$ cat src/rtl/shift_pkg.sv
// Shared shift/rotate mode encodings for the barrel shifter and the ALU decoder.
// Encodings 101..111 all select pass-through.
package shift_pkg;

    typedef enum logic [2:0] {
        MODE_SLL = 3'b000,
        MODE_SRL = 3'b001,
        MODE_SRA = 3'b010,
        MODE_ROL = 3'b011,
        MODE_ROR = 3'b100
    } shift_mode_e;

    localparam int unsigned MODE_W = 3;

    // Canonical pass-through code a decoder should emit for non-shift operations.
    localparam logic [MODE_W-1:0] MODE_PASS = 3'b101;

    function automatic logic mode_is_shift(input logic [MODE_W-1:0] m);
        return (m <= MODE_ROR);
    endfunction

    function automatic logic mode_is_rotate(input logic [MODE_W-1:0] m);
        return (m == MODE_ROL) || (m == MODE_ROR);
    endfunction

endpackage

$ cat src/rtl/barrel_shift_stage.sv
// One combinational barrel-shifter stage: shifts or rotates by 2^K when enabled
// and selects the bit that leaves the word as the new carry.
module barrel_shift_stage
    import shift_pkg::*;
#(
    parameter int WIDTH = 32,
    parameter int K     = 0
) (
    input  logic [WIDTH-1:0]  data_i,
    input  logic              en_i,
    input  logic [MODE_W-1:0] mode_i,
    input  logic              carry_i,
    output logic [WIDTH-1:0]  data_o,
    output logic              carry_o
);

    localparam int SH = 1 << K;

    always_comb begin
        data_o  = data_i;
        carry_o = carry_i;
        if (en_i) begin
            case (mode_i)
                MODE_SLL: begin
                    data_o  = data_i << SH;
                    carry_o = data_i[WIDTH-SH];
                end
                MODE_SRL: begin
                    data_o  = data_i >> SH;
                    carry_o = data_i[SH-1];
                end
                MODE_SRA: begin
                    data_o  = $signed(data_i) >>> SH;
                    carry_o = data_i[SH-1];
                end
                MODE_ROL: begin
                    data_o  = (data_i << SH) | (data_i >> (WIDTH - SH));
                    carry_o = 1'b0;
                end
                MODE_ROR: begin
                    data_o  = (data_i >> SH) | (data_i << (WIDTH - SH));
                    carry_o = 1'b0;
                end
                default: begin
                    data_o  = data_i;
                    carry_o = 1'b0;
                end
            endcase
        end
    end

endmodule

$ cat src/rtl/barrel_shift_pipe.sv
// Pipelined barrel shifter: SHW shift stages, each followed by a register bank,
// with a global valid/ready stall, synchronous flush and asynchronous reset.
module barrel_shift_pipe
    import shift_pkg::*;
#(
    parameter int WIDTH = 32,
    parameter int SHW   = $clog2(WIDTH)
) (
    input  logic              clk,
    input  logic              rst,
    input  logic              in_valid,
    output logic              in_ready,
    input  logic [WIDTH-1:0]  a,
    input  logic [SHW-1:0]    b,
    input  logic [MODE_W-1:0] mode,
    input  logic              flush,
    output logic              out_valid,
    input  logic              out_ready,
    output logic [WIDTH-1:0]  c,
    output logic              carry,
    output logic              zero
);

    typedef struct packed {
        logic              valid;
        logic [WIDTH-1:0]  data;
        logic [SHW-1:0]    b;
        logic [MODE_W-1:0] mode;
        logic              carry;
    } stage_t;

    stage_t           stage_q  [SHW];
    stage_t           stage_d  [SHW];
    stage_t           src      [SHW];
    logic [WIDTH-1:0] sh_data  [SHW];
    logic             sh_carry [SHW];

    logic stall;
    logic advance;

    assign stall    = stage_q[SHW-1].valid && !out_ready;
    assign advance  = !stall;
    assign in_ready = !stall && !flush;

    // Stage 0 reads the input port; stage k reads register bank k-1.
    always_comb begin
        src[0]       = '0;
        src[0].valid = in_valid && in_ready;
        src[0].data  = a;
        src[0].b     = b;
        src[0].mode  = mode;
        src[0].carry = 1'b0;
        for (int unsigned k = 1; k < SHW; k++) begin
            src[k] = stage_q[k-1];
        end
    end

    for (genvar k = 0; k < SHW; k++) begin : g_stage
        barrel_shift_stage #(
            .WIDTH (WIDTH),
            .K     (k)
        ) u_stage (
            .data_i  (src[k].data),
            .en_i    (src[k].b[k]),
            .mode_i  (src[k].mode),
            .carry_i (src[k].carry),
            .data_o  (sh_data[k]),
            .carry_o (sh_carry[k])
        );
    end

    always_comb begin
        for (int unsigned k = 0; k < SHW; k++) begin
            stage_d[k]       = src[k];
            stage_d[k].data  = sh_data[k];
            stage_d[k].carry = sh_carry[k];
        end
    end

    // Flush is applied after the advance so it wins over both stall and a same-cycle accept.
    always_ff @(posedge clk or posedge rst) begin
        if (rst) begin
            for (int unsigned k = 0; k < SHW; k++) begin
                stage_q[k] <= '0;
            end
        end else begin
            for (int unsigned k = 0; k < SHW; k++) begin
                if (advance) begin
                    stage_q[k] <= stage_d[k];
                end
                if (flush) begin
                    stage_q[k].valid <= 1'b0;
                end
            end
        end
    end

    assign out_valid = stage_q[SHW-1].valid;
    assign c         = stage_q[SHW-1].data;
    assign carry     = stage_q[SHW-1].carry;
    assign zero      = (c == '0);

    // The final bank's shift amount and mode have no consumer past the last stage.
    logic unused_tail;
    assign unused_tail = ^{stage_q[SHW-1].b, stage_q[SHW-1].mode};

endmodule

$ cat config.mk
export PLATFORM = sky130hd
export DESIGN_NAME = barrel_shift_pipe
export DESIGN_NICKNAME = d
export VERILOG_FILES = /design/src/rtl/shift_pkg.sv /design/src/rtl/barrel_shift_stage.sv /design/src/rtl/barrel_shift_pipe.sv
export SDC_FILE = /design/constraint.sdc
export NUM_CORES = 1
export LEC_CHECK = 0
export ABC_CLOCK_PERIOD_IN_PS = 8189
export BUFFER_PORTS_ARGS = -buffer_cell sky130_fd_sc_hd__buf_2
export CAP_MARGIN = 20
export CELL_PAD_IN_SITES_DETAIL_PLACEMENT = 0
export CELL_PAD_IN_SITES_GLOBAL_PLACEMENT = 2
export CORE_ASPECT_RATIO = 0.6
export CORE_MARGIN = 3
export CORE_UTILIZATION = 35
export DETAILED_ROUTE_END_ITERATION = 8
export PLACE_DENSITY_LB_ADDON = 0.1
export SLEW_MARGIN = 20
export SYNTH_ARGS = -nofsm -noshare
export SYNTH_HDL_FRONTEND = slang
export SYNTH_SLANG_ARGS = --single-unit
export TNS_END_PERCENT = 5
$ cat constraint.sdc
create_clock -name clk -period 8.19 [get_ports clk]
set_input_delay 1.638 -clock clk [delete_from_list [all_inputs] [get_ports clk]]
set_output_delay 1.638 -clock clk [all_outputs]
set_load 0.02 [all_outputs]
-- After elaboration in Yosys (flattened, before gate mapping)
Index checks and enable logic that the tools add are counted.
- bits in registers: 210
- output and inout port bits: 36
- input bits: 45
- logic and storage cells: 103
- equal/unequal tests: 21
- muxes and demuxes: 30
- bitwise operators: 9
- reductions and logical operators: 18
- operator list (kind ; number):
    $pmux W32 S5 ; 4
    $mux W42 ; 5
    $mux W32 ; 5
    $pmux W32 S4 ; 1
    $logic_not A32 Y1 ; 1
    $or A24 B32 Y32 ; 1
    $or A28 B32 Y32 ; 1
    $or A30 B32 Y32 ; 1
    $or A31 B32 Y32 ; 1
    $or A32 B1 Y32 ; 1
    $or A32 B16 Y32 ; 1
    $or A32 B2 Y32 ; 1
    $or A32 B4 Y32 ; 1
    $or A32 B8 Y32 ; 1
    $eq A3 B2 Y1 const B ; 10
    $eq A3 B1 Y1 const B ; 5
    $eq A3 B3 Y1 const B ; 5
    $logic_not A3 Y1 ; 5
    $reduce_or A2 Y1 ; 6
    $mux W1 ; 10
    $pmux W1 S2 ; 5
    $logic_and A1 B1 Y1 ; 3
    $logic_not A1 Y1 ; 3
    $ne A2 B2 Y1 const B ; 1

-- Depth between registers and ports, before layout
Gate-level depths: netlist of the first run.
- word-level depth: 7
- depth in mapped cells: 7

-- Modules after synthesis
A second synthesis of the first run with hierarchy kept.
- cells, all modules: 1598
- area, all modules: 12354.3 um2
- modules (own cells, without submodules) (module ; cells an instance ; seq. area each (um2) ; instances ; area an instance (um2)):
    barrel_shift_pipe ; 826 ; 4804.6 ; 1 ; 7314.5
    barrel_shift_stage at g_stage[0].u_stage ; 177 ; 0.0 ; 1 ; 1106.1
    barrel_shift_stage at g_stage[2].u_stage ; 168 ; 0.0 ; 1 ; 1072.3
    barrel_shift_stage at g_stage[1].u_stage ; 170 ; 0.0 ; 1 ; 1054.8
    barrel_shift_stage at g_stage[3].u_stage ; 167 ; 0.0 ; 1 ; 1043.5
    barrel_shift_stage at g_stage[4].u_stage ; 90 ; 0.0 ; 1 ; 763.2

-- Worst setup path after synthesis of the first run
OpenSTA, ideal clock, no wires.
- path type: input port to output port
- start point: input out_ready
- end point: output in_ready
- arrival time: 2.543 ns
- cell stages on the path: 5
- slack: 4.009 ns
- data required time: 6.552 ns
- path buffers: 3
- cells stage by stage: nor2b_1 -> clkbuf_1 -> buf_2 -> buf_2 -> nor2_1
- cells in the longest elaborated chain, start to end: 4
- ends and longest elaborated chain (what ; line ; source):
    from (decl) ; barrel_shift_pipe.sv:18 ; input logic out_ready,
    $logic_not A1 Y1 ; barrel_shift_pipe.sv:41 ; assign stall = stage_q[SHW-1].valid && !out_ready;
    $logic_and A1 B1 Y1 ; barrel_shift_pipe.sv:41 ;
    $logic_not A1 Y1 ; barrel_shift_pipe.sv:43 ; assign in_ready = !stall && !flush;
    $logic_and A1 B1 Y1 ; barrel_shift_pipe.sv:43 ;
    to (decl) ; barrel_shift_pipe.sv:12 ; output logic in_ready,
Every way passes these cells.

-- Final worst setup path of the first run
- start point: register stage_q (netlist bit c[25])
- end point: output zero
- cells in the longest elaborated chain, start to end: 1
- ends and longest elaborated chain (what ; line ; source):
    from (decl) ; barrel_shift_pipe.sv:32 ; stage_t stage_q [SHW];
    from (signal, indexed assignment) ; barrel_shift_pipe.sv:89 ; stage_q[k] <= stage_d[k];
    $logic_not A32 Y1 ; barrel_shift_pipe.sv:101 ; assign zero = (c == '0);
    to (decl) ; barrel_shift_pipe.sv:21 ; output logic zero
Every way passes these cells.

==> results of run 1 <==
-- area by class of cell --
| cell class | instances | share of cell area (%) |
|---|---|---|
| Timing Repair Buffer | 90 | 4.08 |
| Clock buffer | 25 | 4.22 |
| Multi-Input combinational cell | 931 | 46.4 |
| Inverter | 4 | 0.188 |
| Sequential cell | 192 | 40.1 |
| Antenna cell | 1 | 0.0209 |
| Tap cell | 408 | 4.27 |
| Clock inverter | 7 | 0.638 |
-- critical path, cell delays in order, from the launching register on --
cell and delay, ns:
sky130_fd_sc_hd__dfrtp_1 0.41, sky130_fd_sc_hd__nor4_1 0.74, sky130_fd_sc_hd__nand4_1 0.24, sky130_fd_sc_hd__nor2_1 0.15, sky130_fd_sc_hd__buf_2 0.17
-- worst max path at each step --
stage	slack, ns	end	cells past startpoint
after floorplan	1.32	c[0]	1
after global placement	4.15	src[51]	7
after detailed placement	4.14	src[54]	7
after CTS	4.45	zero	4
after global routing	4.42	zero	4
final	4.39	zero	4
-- per-stage QoR --
step | util (%) | instances | hold slack, ns
3_5_place_dp | 37.4 | 1625 | 0.458
2_1_floorplan | - | 1251 | 0.439
3_3_place_gp | 37.4 | 1625 | 0.458
4_1_cts | 39.4 | 1657 | 0.476
5_1_grt | 39.4 | 1657 | 0.505
6_report | 39.4 | 1658 | 0.471
-- where the power goes --
part | total [mW] | switching [mW] | leakage [nW] | internal [mW]
Combinational | 0.549 | 0.315 | 2.14 | 0.234
Clock | 0.862 | 0.400 | 0.280 | 0.462
Sequential | 1.34 | 0.245 | 2.23 | 1.10
Total | 2.75 | 0.961 | 4.66 | 1.79
-- layout by cell type, fill, tap and decap left out, types with 5 or more instances in the layout --
cell type,n
sky130_fd_sc_hd__o2111a_1,8
sky130_fd_sc_hd__a221oi_1,83
sky130_fd_sc_hd__clkbuf_16,17
sky130_fd_sc_hd__buf_2,80
sky130_fd_sc_hd__nand2b_1,13
sky130_fd_sc_hd__a22o_1,6
sky130_fd_sc_hd__a31oi_1,35
sky130_fd_sc_hd__nor2_1,50
sky130_fd_sc_hd__o221ai_1,16
sky130_fd_sc_hd__buf_4,9
sky130_fd_sc_hd__maj3_1,7
sky130_fd_sc_hd__o21ai_0,199
sky130_fd_sc_hd__o22ai_1,16
sky130_fd_sc_hd__o22a_1,23
sky130_fd_sc_hd__mux2i_1,20
sky130_fd_sc_hd__and3_1,16
sky130_fd_sc_hd__nand2_1,239
sky130_fd_sc_hd__nand3b_1,24
sky130_fd_sc_hd__clkbuf_8,5
sky130_fd_sc_hd__mux2_2,32
sky130_fd_sc_hd__dfrtp_1,192
sky130_fd_sc_hd__a21oi_1,5
sky130_fd_sc_hd__o21ai_1,65
sky130_fd_sc_hd__nor4_1,8
sky130_fd_sc_hd__o2bb2ai_1,7
sky130_fd_sc_hd__nor2b_1,6
sky130_fd_sc_hd__o21a_1,9
-- cell families after synthesis --
family | Yosys count | synth area share (%)
compound gates | 483 | 28.6
simple gates | 385 | 15.7
flops | 192 | 43.9
buf+inv | 128 | 5.70
mux | 52 | 5.12
fa+ha+maj | 7 | 0.641
xor+xnor | 4 | 0.320
-- state kept, by name (all words and copies together) (netlist names) --
| signal | count |
|---|---|
| c | 32 |
| out_valid | 1 |
| carry | 1 |
| src | 158 |
-- per-layer routing --
metal,global-route usage (%),vias up
met4,4.44,0
met2,27.7,244
met5,0,-
li1,-,4574
met1,39.9,5093
met3,4.07,15
==> flow_summary.yaml, run 1 <==
final_layout:
  ff_latch_area_um2: 4800
  drive_gt1_share_pct: 13.6
  num-fill-cells: 3127
  final_net_count: 1281
  synthesis_to_layout_area_growth_pct: 9.43
  multiInputGateArea_um2: 5560
  finish.instance_area_um2: 12000
clock_network:
  cts_setup_buffers: 0
  clock_tree_from_tritoncts: "yes"
  clk_path_buf_depth: 2
  numCtsBuffers: 17
  cts_root_buffer: "sky130_fd_sc_hd__clkbuf_16"
  htree_levels: 4
  clk-insertion-delay-late_ns: 0.46
  clk_pin_slew_worst_paths_ns: 0.07
  cts.repair.resized: 0
  post_cts_hold_buffer_count: 0
  cts.sinks: 192
drt:
  routed-via-count: 9926
  detailroute.wirelength.met3_um: 1790
  initialDrtViolationCount: 1039
  routed_via_count_divided_by_cell_count: 5.99
  post_drt_wl_per_cell_um: 22.5
  wl_met2_um: 14200
  drc: 0
  detailedRoute.firstPassIterationCount: 5
  wl_met1_um: 21100
  highest_metal_layer_with_signal_wires: "met4"
  routed_wl_um: 37400
  postRouteAntennaNets: 0
min_path:
  worst_hold_startpoint: "src[133]"
  hold_path_depth: 2
  holdPathEnd: "src[133]"
  worst_hold_path_type: "flop to flop"
global_route:
  grt_remaining_overflow: 0
  antenna_found_initial: 0
  grt_max_degree: 229
  grt.total_usage_pct: 22.8
  vias_in_the_first_global_route: 9103
  grt_pass1_wl_um: 58600
placement:
  place.gp.congestion: 0.786
  post-place-ws_ns: 4.14
  placed_area_um2: 11400
  io_buffers: 80
  detailedPlacementHpwl_um: 24500
yosys:
  postSynth.topFlopCell: "sky130_fd_sc_hd__dfrtp_1"
  synth.top_cells.by_count: "241 x sky130_fd_sc_hd__nand2_1, 199 x sky130_fd_sc_hd__o21ai_0, 192 x sky130_fd_sc_hd__dfrtp_1"
  synth_top_cells_by_area: "sky130_fd_sc_hd__dfrtp_1 44%, sky130_fd_sc_hd__o21ai_0 9.1%, sky130_fd_sc_hd__nand2_1 8.3%, sky130_fd_sc_hd__a221oi_1 6.6%, sky130_fd_sc_hd__mux2_2 3.3%"
  yosys.cell_count.top_type: "sky130_fd_sc_hd__nand2_1"
  post-synth-top-area-fraction_pct: 43.9
  synth-edff-count: 0
  synthesized_flop_and_latch_total: 192
  synth.lib_cells_used.distinct: 46
  synth_seq_area_share_pct: 43.9
  synth.cell_area_um2: 10900
  postSynthAreaPerCell_um2: 8.74
  postSynthNetCount: 1296
  syn-instance-count: 1251
  yosys_warnings: 0
  synth.largest_area_cell: "sky130_fd_sc_hd__dfrtp_1"
  async_reset_ff_share_pct: 100
sta:
  worst_tran_pin_value_ns: 1.15
  post-route-min-period_ns: 3.80
  post-route-worst-setup-slack_ns: 4.39
  max_freq_mhz: 263
  final.period_utilization_pct: 46.4
  hold_viol_final: 0
  setup_repair_after_global_routing_missed_its_margin: "no"
  setup_viol_count_final: 0
  final.setup.tns_ns: 0
  fin_skew_ns: 0.0100
  final_max_slew_viol_count: 0
  slew_headroom_pct: 23.3
run_status:
  outcome: "finished clean"
worst_setup_path:
  timing.critical_path.to_type: "output port"
  worst_r2r_endpoint: "src[10]"
  worstPathMaxFanout: 3
  critical_path.startpoint_type: "flop"
  timing.critical_path.required_ns: 6.55
  reg2reg_from: "src[44]"
  timing.reg2reg.worst_path_depth: 5
  worst-r2r-setup-slack_ns: 5.41
  critPathArrivalTime_ns: 2.17
  cp_launch_point: "c[25]"
  critical_path_class: "flop to output port"
floorplan:
  floorplan.die_area_um2: 33500
  initial_core_util_pct: 36.0
  coreArea_um2: 30300
  fp.dieH_um: 143
  floorplan.rows: 49
  pin_count: 81
  die_x_um: 234
pwr:
  cellPowerDensity_nw_per_um2: 230
  power_leakage_nw: 4.66
  worst_ir_drop_vdd_uv: 158
  finalPower_mw: 2.75
job:
  maxCapViolations: 0
Power figures use the tool's default switching activity.
==> inputs of run 2 (changes only) <==
Settings changed: ABC_CLOCK_PERIOD_IN_PS 8189 to 3600.
Clock period 8.19 ns to 3.6 ns, I/O delays scaled along.
==> flow_summary.yaml, run 2 (synthesis results as in run 1) <==
floorplan:
  die_x_um: 234
  floorplan.die_area_um2: 33500
  floorplan.rows: 49
  fp.dieH_um: 143
  initial_core_util_pct: 36.0
  pin_count: 81
  coreArea_um2: 30300
worst_setup_path:
  critical_path.top_delay_family: "simple AND/OR/NAND/NOR gates"
  crit_path_cell_chain: "nor4_1 -> nand4_1 -> nor2_1 -> buf_2"
  crit_path_max_incr_delay_ns: 0.70
  critical-path-slowest-cell: "sky130_fd_sc_hd__nor4_1"
  path_depth: 4
  timing.reg2reg.worst_path_depth: 4
  timing.critical_path.to_type: "output port"
  critical_path_class: "flop to output port"
  worstPathBufferInverterCount: 1
  worstPathMaxFanout: 3
  critPathArrivalTime_ns: 2.09
  critical_path.startpoint_type: "flop"
  timing.critical_path.required_ns: 2.88
drt:
  drc: 0
  wl_met1_um: 21100
  wl_met2_um: 14200
  initialDrtViolationCount: 1088
  highest_metal_layer_with_signal_wires: "met4"
  post_drt_wl_per_cell_um: 22.7
  postRouteAntennaNets: 0
  routed_wl_um: 37800
  detailroute.wirelength.met3_um: 2160
  routed_via_count_divided_by_cell_count: 5.99
  detailedRoute.firstPassIterationCount: 5
  routed-via-count: 9981
placement:
  io_buffers: 80
  detailedPlacementHpwl_um: 25600
  place.gp.congestion: 0.818
run_status:
  outcome: "finished clean"
sta:
  final.period_utilization_pct: 78.1
  slew_headroom_pct: 24.9
  hold_viol_final: 0
  setup_repair_after_global_routing_missed_its_margin: "no"
  final_max_slew_viol_count: 0
  post-route-min-period_ns: 2.81
  final.setup.tns_ns: 0
  fin_skew_ns: 0.0143
  worst_tran_pin_value_ns: 1.12
  max_freq_mhz: 356
  setup_viol_count_final: 0
job:
  maxCapViolations: 0
final_layout:
  mostFrequentLayoutCell: "sky130_fd_sc_hd__nand2_1"
  largest_register_ffs: 158
  final_antenna_diode_count: 0
  final_net_count: 1293
  most-common-layout-cells: "241 x sky130_fd_sc_hd__nand2_1, 199 x sky130_fd_sc_hd__o21ai_0, 192 x sky130_fd_sc_hd__dfrtp_1"
  synthesis_to_layout_area_growth_pct: 10.7
  drive_gt1_share_pct: 14.3
global_route:
  antenna_found_initial: 0
  grt.total_usage_pct: 23.1
  grt_pass1_wl_um: 59400
  grt_max_degree: 164
  vias_in_the_first_global_route: 9275
  grt_remaining_overflow: 0
clock_network:
  post_cts_hold_buffer_count: 0
  cts.sinks: 192
  clk_path_buf_depth: 2
  cts_root_buffer: "sky130_fd_sc_hd__clkbuf_16"
  clk_pin_slew_worst_paths_ns: 0.07
  numCtsBuffers: 17
  clock_tree_from_tritoncts: "yes"
  cts_setup_buffers: 0
  clk-insertion-delay-late_ns: 0.46
  cts.repair.resized: 0
  htree_levels: 4
pwr:
  cellPowerDensity_nw_per_um2: 524
  finalPower_mw: 6.35
  worst_ir_drop_vdd_uv: 326
  power_leakage_nw: 4.72
min_path:
  worst_hold_path_type: "input port to async pin"
-- run 2: changes by cell type in the layout (fill, tap and decap cells not counted), moves of 2 or more --
cell	change
sky130_fd_sc_hd__nand2_1	+2
sky130_fd_sc_hd__buf_4	+8
sky130_fd_sc_hd__clkbuf_1	-2
sky130_fd_sc_hd__clkinvlp_4	+4
sky130_fd_sc_hd__clkinv_4	-3
sky130_fd_sc_hd__bufinv_16	+2
sky130_fd_sc_hd__clkbuf_8	-3
sky130_fd_sc_hd__nand2_2	-2
sky130_fd_sc_hd__buf_12	+4
-- run 2: cell type report --
cell class              instances  area [um2]
clock buffers                  20         457
clock inverters                10         138
fillers                      3119       18200
inverters                       4        18.8
multi-input cells             931        5550
flip-flops and latches        192        4800
well taps                     408         510
repair buffers                102         628
-- run 2: through the flow --
stage | hold slack [ns] | worst slack (ns) | cell area (um2) | cells | utilization (%)
final | 0.355 | 0.789 | 12100 | 1667 | 39.9
after floorplan | 0.439 | 0.404 | 10900 | 1251 | -
after detailed placement | 0.458 | 1.22 | 11500 | 1637 | 37.9
after CTS | 0.357 | 0.773 | 12100 | 1667 | 39.8
after global placement | 0.455 | 1.17 | 11500 | 1637 | 37.9
after global routing | 0.385 | 0.589 | 12100 | 1667 | 39.9
-- run 2: worst paths after layout --
path / startpoint / to / slack [ns]
setup / recovery: c[25] / zero / 0.79
max in group asynchronous: rst / src[40] / 2.50
hold / removal: rst / src[128] / 0.35
hold reg to reg: src[132] / src[132] / 0.47
setup reg to reg: src[127] / src[102] / 1.32
min in group clk: src[132] / src[132] / 0.47
-- run 2: metal layers --
metal / vias up / global-route usage (%)
met2: 234 / 28.6
met3: 22 / 5.12
li1: 4590 / -
met5: - / 0
met1: 5135 / 39.2
met4: 0 / 4.63
-- run 2: power breakdown --
| group | internal [mW] | leakage (nW) | switching (mW) | total [mW] |
|---|---|---|---|---|
| sequential | 2.50 | 2.23 | 0.572 | 3.07 |
| clock | 1.12 | 0.276 | 0.897 | 2.02 |
| combinational | 0.544 | 2.21 | 0.717 | 1.26 |
| total | 4.16 | 4.72 | 2.19 | 6.35 |
